`src/rtl/dmem_arb_pkg.sv`:
```
// dmem_arb_pkg: shared types and constants for the data-memory arbiter.
//   arb_state_e : arbiter FSM encoding (IDLE/ACCESS/CAPTURE)
//   PORT_CPU    : port id of the CPU load/store unit
//   PORT_DMA    : port id of the DMA/loader
//   ALIGN_MASK  : byte-offset bits that must be zero for a word access
package dmem_arb_pkg;

    typedef enum logic [1:0] {
        IDLE    = 2'd0,
        ACCESS  = 2'd1,
        CAPTURE = 2'd2
    } arb_state_e;

    localparam logic PORT_CPU = 1'b0;
    localparam logic PORT_DMA = 1'b1;

    localparam logic [1:0] ALIGN_MASK = 2'b11;

endpackage

```
`src/rtl/rr_arbiter2.sv`:
```
// rr_arbiter2: two-way round-robin arbiter.
//   clk, reset : clock, asynchronous active-high reset
//   req[1:0]   : eligible requests
//   advance    : the current grant is being taken; remember its winner
//   grant[1:0] : one-hot winner, or zero when no request
// The port that did not win last time wins a tie. Reset leaves last_grant = 1,
// so port 0 wins the first tie.
module rr_arbiter2 (
    input  logic       clk,
    input  logic       reset,
    input  logic [1:0] req,
    input  logic       advance,
    output logic [1:0] grant
);

    logic r_last_grant;

    always_comb begin
        grant = 2'b00;
        case (req)
            2'b01:   grant = 2'b01;
            2'b10:   grant = 2'b10;
            2'b11:   grant = r_last_grant ? 2'b01 : 2'b10;
            default: grant = 2'b00;
        endcase
    end

    always_ff @(posedge clk or posedge reset) begin
        if (reset) begin
            r_last_grant <= 1'b1;
        end else if (advance && (grant != 2'b00)) begin
            r_last_grant <= grant[1];
        end
    end

endmodule

```
`src/rtl/dmem_arbiter.sv`:
```
// dmem_arbiter: shares the single-port data_memory between the CPU (port 0)
// and the DMA/loader (port 1). One access at a time, IDLE -> ACCESS -> CAPTURE.
//   clk, reset              : clock, asynchronous active-high reset
//   reqN/weN/addrN/wdataN   : requester N command, held until doneN
//   doneN/errN/rdataN       : one-cycle completion, error flag, read data
//   mem_*                   : strobes, address and data to/from data_memory
// Optional macro DMEM_ARB_STATS_EN adds grant_cnt0/grant_cnt1/err_cnt counters.
// All outputs are registered.
module dmem_arbiter
    import dmem_arb_pkg::*;
#(
    parameter int unsigned MEM_SIZE = 256,
    parameter int unsigned ADDR_W   = 32
) (
    input  logic              clk,
    input  logic              reset,
    input  logic              req0,
    input  logic              req1,
    input  logic              we0,
    input  logic              we1,
    input  logic [ADDR_W-1:0] addr0,
    input  logic [ADDR_W-1:0] addr1,
    input  logic [31:0]       wdata0,
    input  logic [31:0]       wdata1,
    output logic              done0,
    output logic              done1,
    output logic              err0,
    output logic              err1,
    output logic [31:0]       rdata0,
    output logic [31:0]       rdata1,
    output logic [ADDR_W-1:0] mem_address,
    output logic [31:0]       mem_write_data,
    output logic              mem_read,
    output logic              mem_write,
`ifdef DMEM_ARB_STATS_EN
    output logic [31:0]       grant_cnt0,
    output logic [31:0]       grant_cnt1,
    output logic [15:0]       err_cnt,
`endif
    input  logic [31:0]       mem_read_data
);

    localparam logic [ADDR_W-1:0] ADDR_MAX = ADDR_W'(MEM_SIZE * 4 - 4);

    arb_state_e        r_state, w_state;
    logic              r_port, w_port;
    logic              r_we, w_we;
    logic              r_err, w_err;
    logic              r_done0, w_done0, r_done1, w_done1;
    logic              r_err0, w_err0, r_err1, w_err1;
    logic [31:0]       r_rdata0, w_rdata0, r_rdata1, w_rdata1;
    logic [ADDR_W-1:0] r_mem_address, w_mem_address;
    logic [31:0]       r_mem_wdata, w_mem_wdata;
    logic              r_mem_read, w_mem_read, r_mem_write, w_mem_write;

    logic [1:0]        w_elig, w_grant;
    logic              w_sel_port, w_sel_we, w_legal;
    logic [ADDR_W-1:0] w_sel_addr;
    logic [31:0]       w_sel_wdata;

    // A port is masked during its own done cycle so a held req is not regranted.
    assign w_elig = (r_state == IDLE) ? {req1 & ~r_done1, req0 & ~r_done0} : 2'b00;

    rr_arbiter2 u_rr (
        .clk     (clk),
        .reset   (reset),
        .req     (w_elig),
        .advance (r_state == IDLE),
        .grant   (w_grant)
    );

    assign w_sel_port  = w_grant[1] ? PORT_DMA : PORT_CPU;
    assign w_sel_we    = (w_sel_port == PORT_DMA) ? we1 : we0;
    assign w_sel_addr  = (w_sel_port == PORT_DMA) ? addr1 : addr0;
    assign w_sel_wdata = (w_sel_port == PORT_DMA) ? wdata1 : wdata0;
    assign w_legal     = ((w_sel_addr[1:0] & ALIGN_MASK) == 2'b00) && (w_sel_addr <= ADDR_MAX);

    always_comb begin
        w_state       = r_state;
        w_port        = r_port;
        w_we          = r_we;
        w_err         = r_err;
        w_done0       = 1'b0;
        w_done1       = 1'b0;
        w_err0        = 1'b0;
        w_err1        = 1'b0;
        w_rdata0      = r_rdata0;
        w_rdata1      = r_rdata1;
        w_mem_address = r_mem_address;
        w_mem_wdata   = r_mem_wdata;
        w_mem_read    = 1'b0;
        w_mem_write   = 1'b0;
        case (r_state)
            IDLE: begin
                if (w_grant != 2'b00) begin
                    w_port = w_sel_port;
                    w_we   = w_sel_we;
                    w_err  = !w_legal;
                    if (w_legal) begin
                        w_mem_address = w_sel_addr;
                        w_mem_wdata   = w_sel_wdata;
                        w_mem_read    = !w_sel_we;
                        w_mem_write   = w_sel_we;
                        w_state       = ACCESS;
                    end else begin
                        w_state = CAPTURE;
                    end
                end
            end
            ACCESS: begin
                w_state = CAPTURE;
            end
            CAPTURE: begin
                if (r_port == PORT_DMA) begin
                    w_done1 = 1'b1;
                    w_err1  = r_err;
                    if (!r_err && !r_we) w_rdata1 = mem_read_data;
                end else begin
                    w_done0 = 1'b1;
                    w_err0  = r_err;
                    if (!r_err && !r_we) w_rdata0 = mem_read_data;
                end
                w_state = IDLE;
            end
            default: w_state = IDLE;
        endcase
    end

    always_ff @(posedge clk or posedge reset) begin
        if (reset) begin
            r_state       <= IDLE;
            r_port        <= PORT_CPU;
            r_we          <= 1'b0;
            r_err         <= 1'b0;
            r_done0       <= 1'b0;
            r_done1       <= 1'b0;
            r_err0        <= 1'b0;
            r_err1        <= 1'b0;
            r_rdata0      <= '0;
            r_rdata1      <= '0;
            r_mem_address <= '0;
            r_mem_wdata   <= '0;
            r_mem_read    <= 1'b0;
            r_mem_write   <= 1'b0;
        end else begin
            r_state       <= w_state;
            r_port        <= w_port;
            r_we          <= w_we;
            r_err         <= w_err;
            r_done0       <= w_done0;
            r_done1       <= w_done1;
            r_err0        <= w_err0;
            r_err1        <= w_err1;
            r_rdata0      <= w_rdata0;
            r_rdata1      <= w_rdata1;
            r_mem_address <= w_mem_address;
            r_mem_wdata   <= w_mem_wdata;
            r_mem_read    <= w_mem_read;
            r_mem_write   <= w_mem_write;
        end
    end

    assign done0          = r_done0;
    assign done1          = r_done1;
    assign err0           = r_err0;
    assign err1           = r_err1;
    assign rdata0         = r_rdata0;
    assign rdata1         = r_rdata1;
    assign mem_address    = r_mem_address;
    assign mem_write_data = r_mem_wdata;
    assign mem_read       = r_mem_read;
    assign mem_write      = r_mem_write;

`ifdef DMEM_ARB_STATS_EN
    logic [31:0] r_grant_cnt0, r_grant_cnt1;
    logic [15:0] r_err_cnt;

    always_ff @(posedge clk or posedge reset) begin
        if (reset) begin
            r_grant_cnt0 <= '0;
            r_grant_cnt1 <= '0;
            r_err_cnt    <= '0;
        end else if (w_grant != 2'b00) begin
            if (w_grant[0]) r_grant_cnt0 <= r_grant_cnt0 + 32'd1;
            if (w_grant[1]) r_grant_cnt1 <= r_grant_cnt1 + 32'd1;
            if (!w_legal && (r_err_cnt != 16'hFFFF)) r_err_cnt <= r_err_cnt + 16'd1;
        end
    end

    assign grant_cnt0 = r_grant_cnt0;
    assign grant_cnt1 = r_grant_cnt1;
    assign err_cnt    = r_err_cnt;
`endif

endmodule

```
`config.mk`:
```
export PLATFORM = sky130hd
export DESIGN_NAME = dmem_arbiter
export DESIGN_NICKNAME = d
export VERILOG_FILES = /design/src/rtl/dmem_arb_pkg.sv /design/src/rtl/rr_arbiter2.sv /design/src/rtl/dmem_arbiter.sv
export SDC_FILE = /design/constraint.sdc
export NUM_CORES = 1
export LEC_CHECK = 0
export BUFFER_PORTS_ARGS = -buffer_cell sky130_fd_sc_hd__buf_2
export CAP_MARGIN = 20
export CORE_MARGIN = 2
export CORE_UTILIZATION = 35
export DETAILED_ROUTE_END_ITERATION = 7
export GPL_TIMING_DRIVEN = 0
export HOLD_SLACK_MARGIN = 0.1
export PLACE_DENSITY = 0.75
export SETUP_SLACK_MARGIN = 0.15
export SLEW_MARGIN = 15
export SYNTH_ARGS = -nofsm -noshare
export SYNTH_HDL_FRONTEND = slang
export SYNTH_SLANG_ARGS = --single-unit
```
`constraint.sdc`:
```
create_clock -name clk -period 5.2 [get_ports clk]
set_input_delay 0.26 -clock clk [delete_from_list [all_inputs] [get_ports clk]]
set_output_delay 0.26 -clock clk [all_outputs]
set_load 0.05 [all_outputs]
```
; ---- Yosys cells after proc, flatten, opt, wreduce, memory -nomap -nowiden
; Index checks and enable logic that the tools add are counted.
[totals]
inputBits = 166
out_inout_bits = 134
ff_bits = 140
[op_classes]
reduce_logical = 14
magnitude_cmp = 1
muxes = 24
n_bitwise = 5
eq_ne = 6
[ops]
columns = operator, n
row1 = $mux W32, 2
row2 = $le A32 B10 Y1 const B, 1
row3 = $mux W1, 16
row4 = $reduce_and A3 Y1, 3
row5 = $mux W2, 4
row6 = $eq A2 B2 Y1 const B, 3
row7 = $pmux W2 S3, 1
row8 = $eq A2 B1 Y1 const B, 2
row9 = $logic_not A1 Y1, 4
row10 = $logic_not A2 Y1, 2
row11 = $pmux W2 S2, 1
row12 = $logic_and A1 B1 Y1, 3
row13 = $not A1 Y1, 3
row14 = $and A1 B1 Y1, 2
row15 = $ne A2 B2 Y1 const B, 1
row16 = $reduce_and A2 Y1, 1
row17 = $reduce_bool A2 Y1, 1

; ---- Logic depth before layout (Yosys ltp)
[depth]
ltp_word = 12
depth_mapped = 8
depth_no_buf = 5

; ---- Cells and area by module
; A second synthesis with hierarchy kept.
[hier_totals]
hier_cells = 386
hier_area_um2 = 5754.3
[modules_own_cells]
columns = mod, n_inst, seq_area_each_um2, cells_each, area_each_um2
row1 = dmem_arbiter, 1, 3478.3, 379, 5694.2
row2 = rr_arbiter2, 1, 26.3, 7, 60.1

; ---- Worst setup path after synthesis
; No wires, ideal clock.
[synth_path]
path_kind = reg-to-reg
start = register r_done1, in the netlist done1
end = register r_mem_wdata[10], in the netlist mem_write_data[10]
period_less_slack_ps = 2500
stages_incl_launch_ff = 9
slack_ps = 2700
setup_time_ps = 125
arrival_time_ps = 2375
path_cell_list = dfrtp_1 or4b_1 a31o_1 buf_6 and4b_4 o21bai_2 buf_6 buf_6 mux2_4
[synth_via]
elab_chain_cells = 10
word_cells_on_any_way = 15
classes_between = order compare (1) / eq/ne (3) / mux (5) / bitwise (2) / reduce/logical (4)
[synth_rtl]
columns = item, line
row1 = start: declaration, dmem_arbiter.sv:49  ; logic r_done0, w_done0, r_done1, w_done1;
row2 = start signal: assignment, dmem_arbiter.sv:151  ; r_done1 <= w_done1;
row3 = $not A1 Y1 *, dmem_arbiter.sv:62  ; assign w_elig = (r_state == IDLE) ? {req1 & ~r_done1, req0 & ~r_done0} : 2'b00;
row4 = $and A1 B1 Y1 *, dmem_arbiter.sv:62
row5 = $mux W2 *, dmem_arbiter.sv:62
row6 = $eq A2 B2 Y1 / $eq A2 B1 Y1 (equally long branches), rr_arbiter2.sv:20  ; case (req)
row7 = $pmux W2 S3 *, rr_arbiter2.sv:20
row8 = $mux W1, dmem_arbiter.sv:72  ; assign w_sel_port = w_grant[1] ? PORT_DMA : PORT_CPU;
row9 = $mux W32, dmem_arbiter.sv:74  ; assign w_sel_addr = (w_sel_port == PORT_DMA) ? addr1 : addr0;
row10 = $le A32 B10 Y1 / $logic_not A2 Y1 (equally long branches), dmem_arbiter.sv:76  ; assign w_legal = ((w_sel_addr[1:0] & ALIGN_MASK) == 2'b00) && (w_sel_addr <= ADDR_MAX);
row11 = $logic_and A1 B1 Y1, dmem_arbiter.sv:76
row12 = $reduce_and A3 Y1 (no source line), n/a
row13 = end signal: assignment, dmem_arbiter.sv:157  ; r_mem_wdata <= w_mem_wdata;
row14 = end: declaration, dmem_arbiter.sv:53  ; logic [31:0] r_mem_wdata, w_mem_wdata;
; Every way passes the cells marked *; elsewhere a longest branch is shown, timed or not.
; A chain may end at the register's enable or synchronous reset.

; ---- Worst setup path in the final report
[layout_path]
start = register r_state[0]
end = register r_mem_wdata[7], in the netlist mem_write_data[7]
[layout_via]
elab_chain_cells = 9
word_cells_on_any_way = 14
classes_between = order compare (1) / eq/ne (3) / mux (5) / reduce/logical (5)
[layout_rtl]
columns = item, line
row1 = start: declaration, dmem_arbiter.sv:45  ; arb_state_e r_state, w_state;
row2 = start signal: assignment, dmem_arbiter.sv:146  ; r_state <= w_state;
row3 = $logic_not A2 Y1 *, "dmem_arbiter.sv:62, dmem_arbiter.sv:93"
row4 = $mux W2, dmem_arbiter.sv:62
row5 = $eq A2 B2 Y1 / $eq A2 B1 Y1 (equally long branches), rr_arbiter2.sv:20
row6 = $pmux W2 S3, rr_arbiter2.sv:20
row7 = $mux W1, dmem_arbiter.sv:72
row8 = $mux W32, dmem_arbiter.sv:74
row9 = $le A32 B10 Y1 / $logic_not A2 Y1 (equally long branches), dmem_arbiter.sv:76
row10 = $logic_and A1 B1 Y1, dmem_arbiter.sv:76
row11 = $reduce_and A3 Y1 (no source line), n/a
; Marked as above.

==> impl_metrics.toml <==
[setup_path]
cp_data_arrival_time_ns = 2.86
startpoint_type = "flop"
critPathCaptureType = "flop"
worstPathMaxFanout = 10
crit_top_cell = "buf_6"
crit_slowest_cell = "or4b_1"
reg2reg_depth = 8
rr_endpoint = "mem_write_data[7]"
crit_family = "simple AND/OR/NAND/NOR gates"
max_stage_delay_ns = 0.58
criticalPathCategory = "reg2reg"
crit_chain = "or4b_1 -> a31o_1 -> buf_6 -> and4b_4 -> o21bai_2 -> buf_6 -> buf_6 -> mux2_4"
cp_num_buf_inv = 3
cp.required_ns = 5.49
reg2reg_from = "r_state[0]"
rrSetupSlack_ns = 2.63

[detailed_routing]
avgRoutedWirePerCell_um = 15.66
drcViolationCount = 0
vias_per_cell = 4.547
wl_met3_um = 918
drtPass1Iterations = 6
wl_met1_mm = 6.286
num_vias = 4347
initialDrtViolationCount = 87
top_layer = "met4"
wirelength_mm = 14.97
route.met2.wl_mm = 7.490
antenna_left = 0

[placement]
io_buffers = 299
post_dp_cell_area_mm2 = 0.007584
placedCellCount = 891
gp_congestion = 0.7986
dp_hpwl_mm = 10.98

[cts]
clk_latency_ns = 0.41
cts_inserted_buffers = 17
cts_buffer_depth = 2
cts_root_buffer = "clkbuf_16"
cts_tree = "built"
cts_sinks = 140
htree_levels = 4
ctsResizeCount = 0
clkTransAtPathRegs_ns = 0.06

[final_layout]
diodes = 0
final_common_cell = "buf_2"
syn_to_final_growth_pct = 47.15
final_util_pct = 53.17
final_cell_mix = "301 x buf_2, 139 x dfrtp_1, 119 x mux2_2"
final_cells = 956
final_area_mm2 = 0.008508
final_nets = 893
drive_gt1_share_pct = 65.95

[flow_run]
max_cap_viol_count = 0

[floorplanning]
dieWidth_um = 132.5
die_area_mm2 = 0.01756
ioPinCount = 300
rows = 46
initial_core_util_pct = 36.14
core_region_area_mm2 = 0.01600
die-height_um = 132.5

[synthesis]
synth.top_cell.area_share_pct = 60.16
ys_async_sr_fraction_pct = 100.0
netlist_area_mm2 = 0.005782
ys_ff_latch = 140
synth_cell_types = 31
syn-num-nets = 541
yosys_warnings = 0
synthFlopType = "dfrtp_1"
seq_area_frac_synth_pct = 60.61
syn_avg_cell_area_um2 = 15.42
synth_top_area_cell = "dfrtp_1"
synth_area_leaders = "dfrtp_1 60%, mux2_2 23%, mux2_4 6.2%"
synth_edf_count = 0
synthCells = 375

[global_routing]
grt_pass1_vias = 4616
grt_pass1_wl_mm = 23.78
grt_max_degree = 97
overflow = 0
antenna_found_initial = 0
grt_usage_pct = 17.29

[hold_path]
hp-class = "in2reg"
hold_path_startpoint = "we1"
min_delay_path_depth = 3
min_to = "mem_write"

[timing]
final-setup-viol-count = 0
fin_skew_ns = 0.006504
whs_ns = 0.1293
hold_viol_final = 0
period_share_pct = 49.40
rsz0062_at_grt = "false"
post-route-min-period_ns = 2.569
tightest_slew_ns = 0.6313
relSlewSlack_pct = 57.92
slew_viol_final = 0
fmax_mhz = 389.3

[power]
p_per_area_mw_per_mm2 = 549.4
ir_drop_v = 0.0004113
leakage_nw = 4.512

[run_status]
status = "completed"
-- Yosys cell counts, types with 2 or more instances --
cell type and count:
dfrtp_1 139, mux2_2 119, and2_1 27, mux2_4 24, nor4_1 12, nand2_1 7, buf_1 6, clkbuf_1 6
buf_6 5, inv_1 3, nor2_1 3, buf_2 2, nand2b_1 2, nand4_1 2, o21ai_0 2
-- per-layer routing --
metal  vias to the layer above  track usage, %
met5                         -               0
met4                         0           6.452
met3                        21           5.019
met2                       156           29.56
met1                      2139           20.69
li1                       2031               -
-- cells by family (layout without fill, tap and decap cells) --
family / Yosys count / after routing / share of synthesized area [%]
simple gates: 60 / 60 / 6.449
compound gates: 8 / 8 / 1.039
mux: 145 / 145 / 29.78
buf+inv: 22 / 387 / 2.121
flops: 140 / 140 / 60.61
-- state kept, by name (all words and copies together), names as in the netlist --
register and cells:
done0 1, done1 1, err0 1, err1 1
mem_address 32, mem_read 1, mem_write 1, mem_write_data 32
r_err 1, r_port 1, r_state 2, r_we 1
rdata0 32, rdata1 32, u_rr.r_last_grant 1
-- power by group --
group	internal, mW	switching, mW
combinational	0.600	1.35
clock	0.733	0.474
sequential	1.38	0.133
total	2.71	1.96
-- final cells by class --
| cell class | count | area, um^2 |
|---|---|---|
| clock buffers | 19 | 452.9 |
| plain buffers | 19 | 111.4 |
| repair buffers | 333 | 1854 |
| clock inverters | 13 | 141.4 |
| fillers | 1379 | 7492 |
| well taps | 216 | 270.3 |
| multi-input cells | 213 | 2155 |
| inverters | 3 | 18.77 |
| flip-flops and latches | 140 | 3505 |
-- timing repair --
action,4_1_cts,5_1_grt
setup buffers,0,0
hold endpoints to repair,105,0
hold buffers,33,0
-- worst register-to-register path, delay by kind of cell (launching register included) --
kind	cells	cell delay, ns
muxes	1	0.31
and+or+nand+nor	2	0.79
buffers and inverters	3	0.52
DFF	1	0.43
AOI/OAI and AO/OA	2	0.39
-- stage by stage --
step / TNS, ns / worst slack, ns / power [mW]
after floorplan: 0 / 1.189 / 2.987
after global placement: -55.40 / -0.4048 / 3.443
after detailed placement: 0 / 2.621 / 3.482
after CTS: 0 / 2.602 / 4.729
after global routing: 0 / 2.501 / 4.882
final: 0 / 2.631 / 4.674
-- how the worst max path moves through the flow --
stage	startpoint	endpoint	depth (start not counted)
2_1_floorplan	reset	done0	1
3_3_place_gp	reset	rdata1[23]	2
3_5_place_dp	r_state[0]	mem_write_data[10]	8
4_1_cts	r_state[0]	mem_write_data[7]	8
5_1_grt	r_state[0]	mem_write_data[6]	8
6_report	r_state[0]	mem_write_data[7]	8
Power figures use the tool's default switching activity.
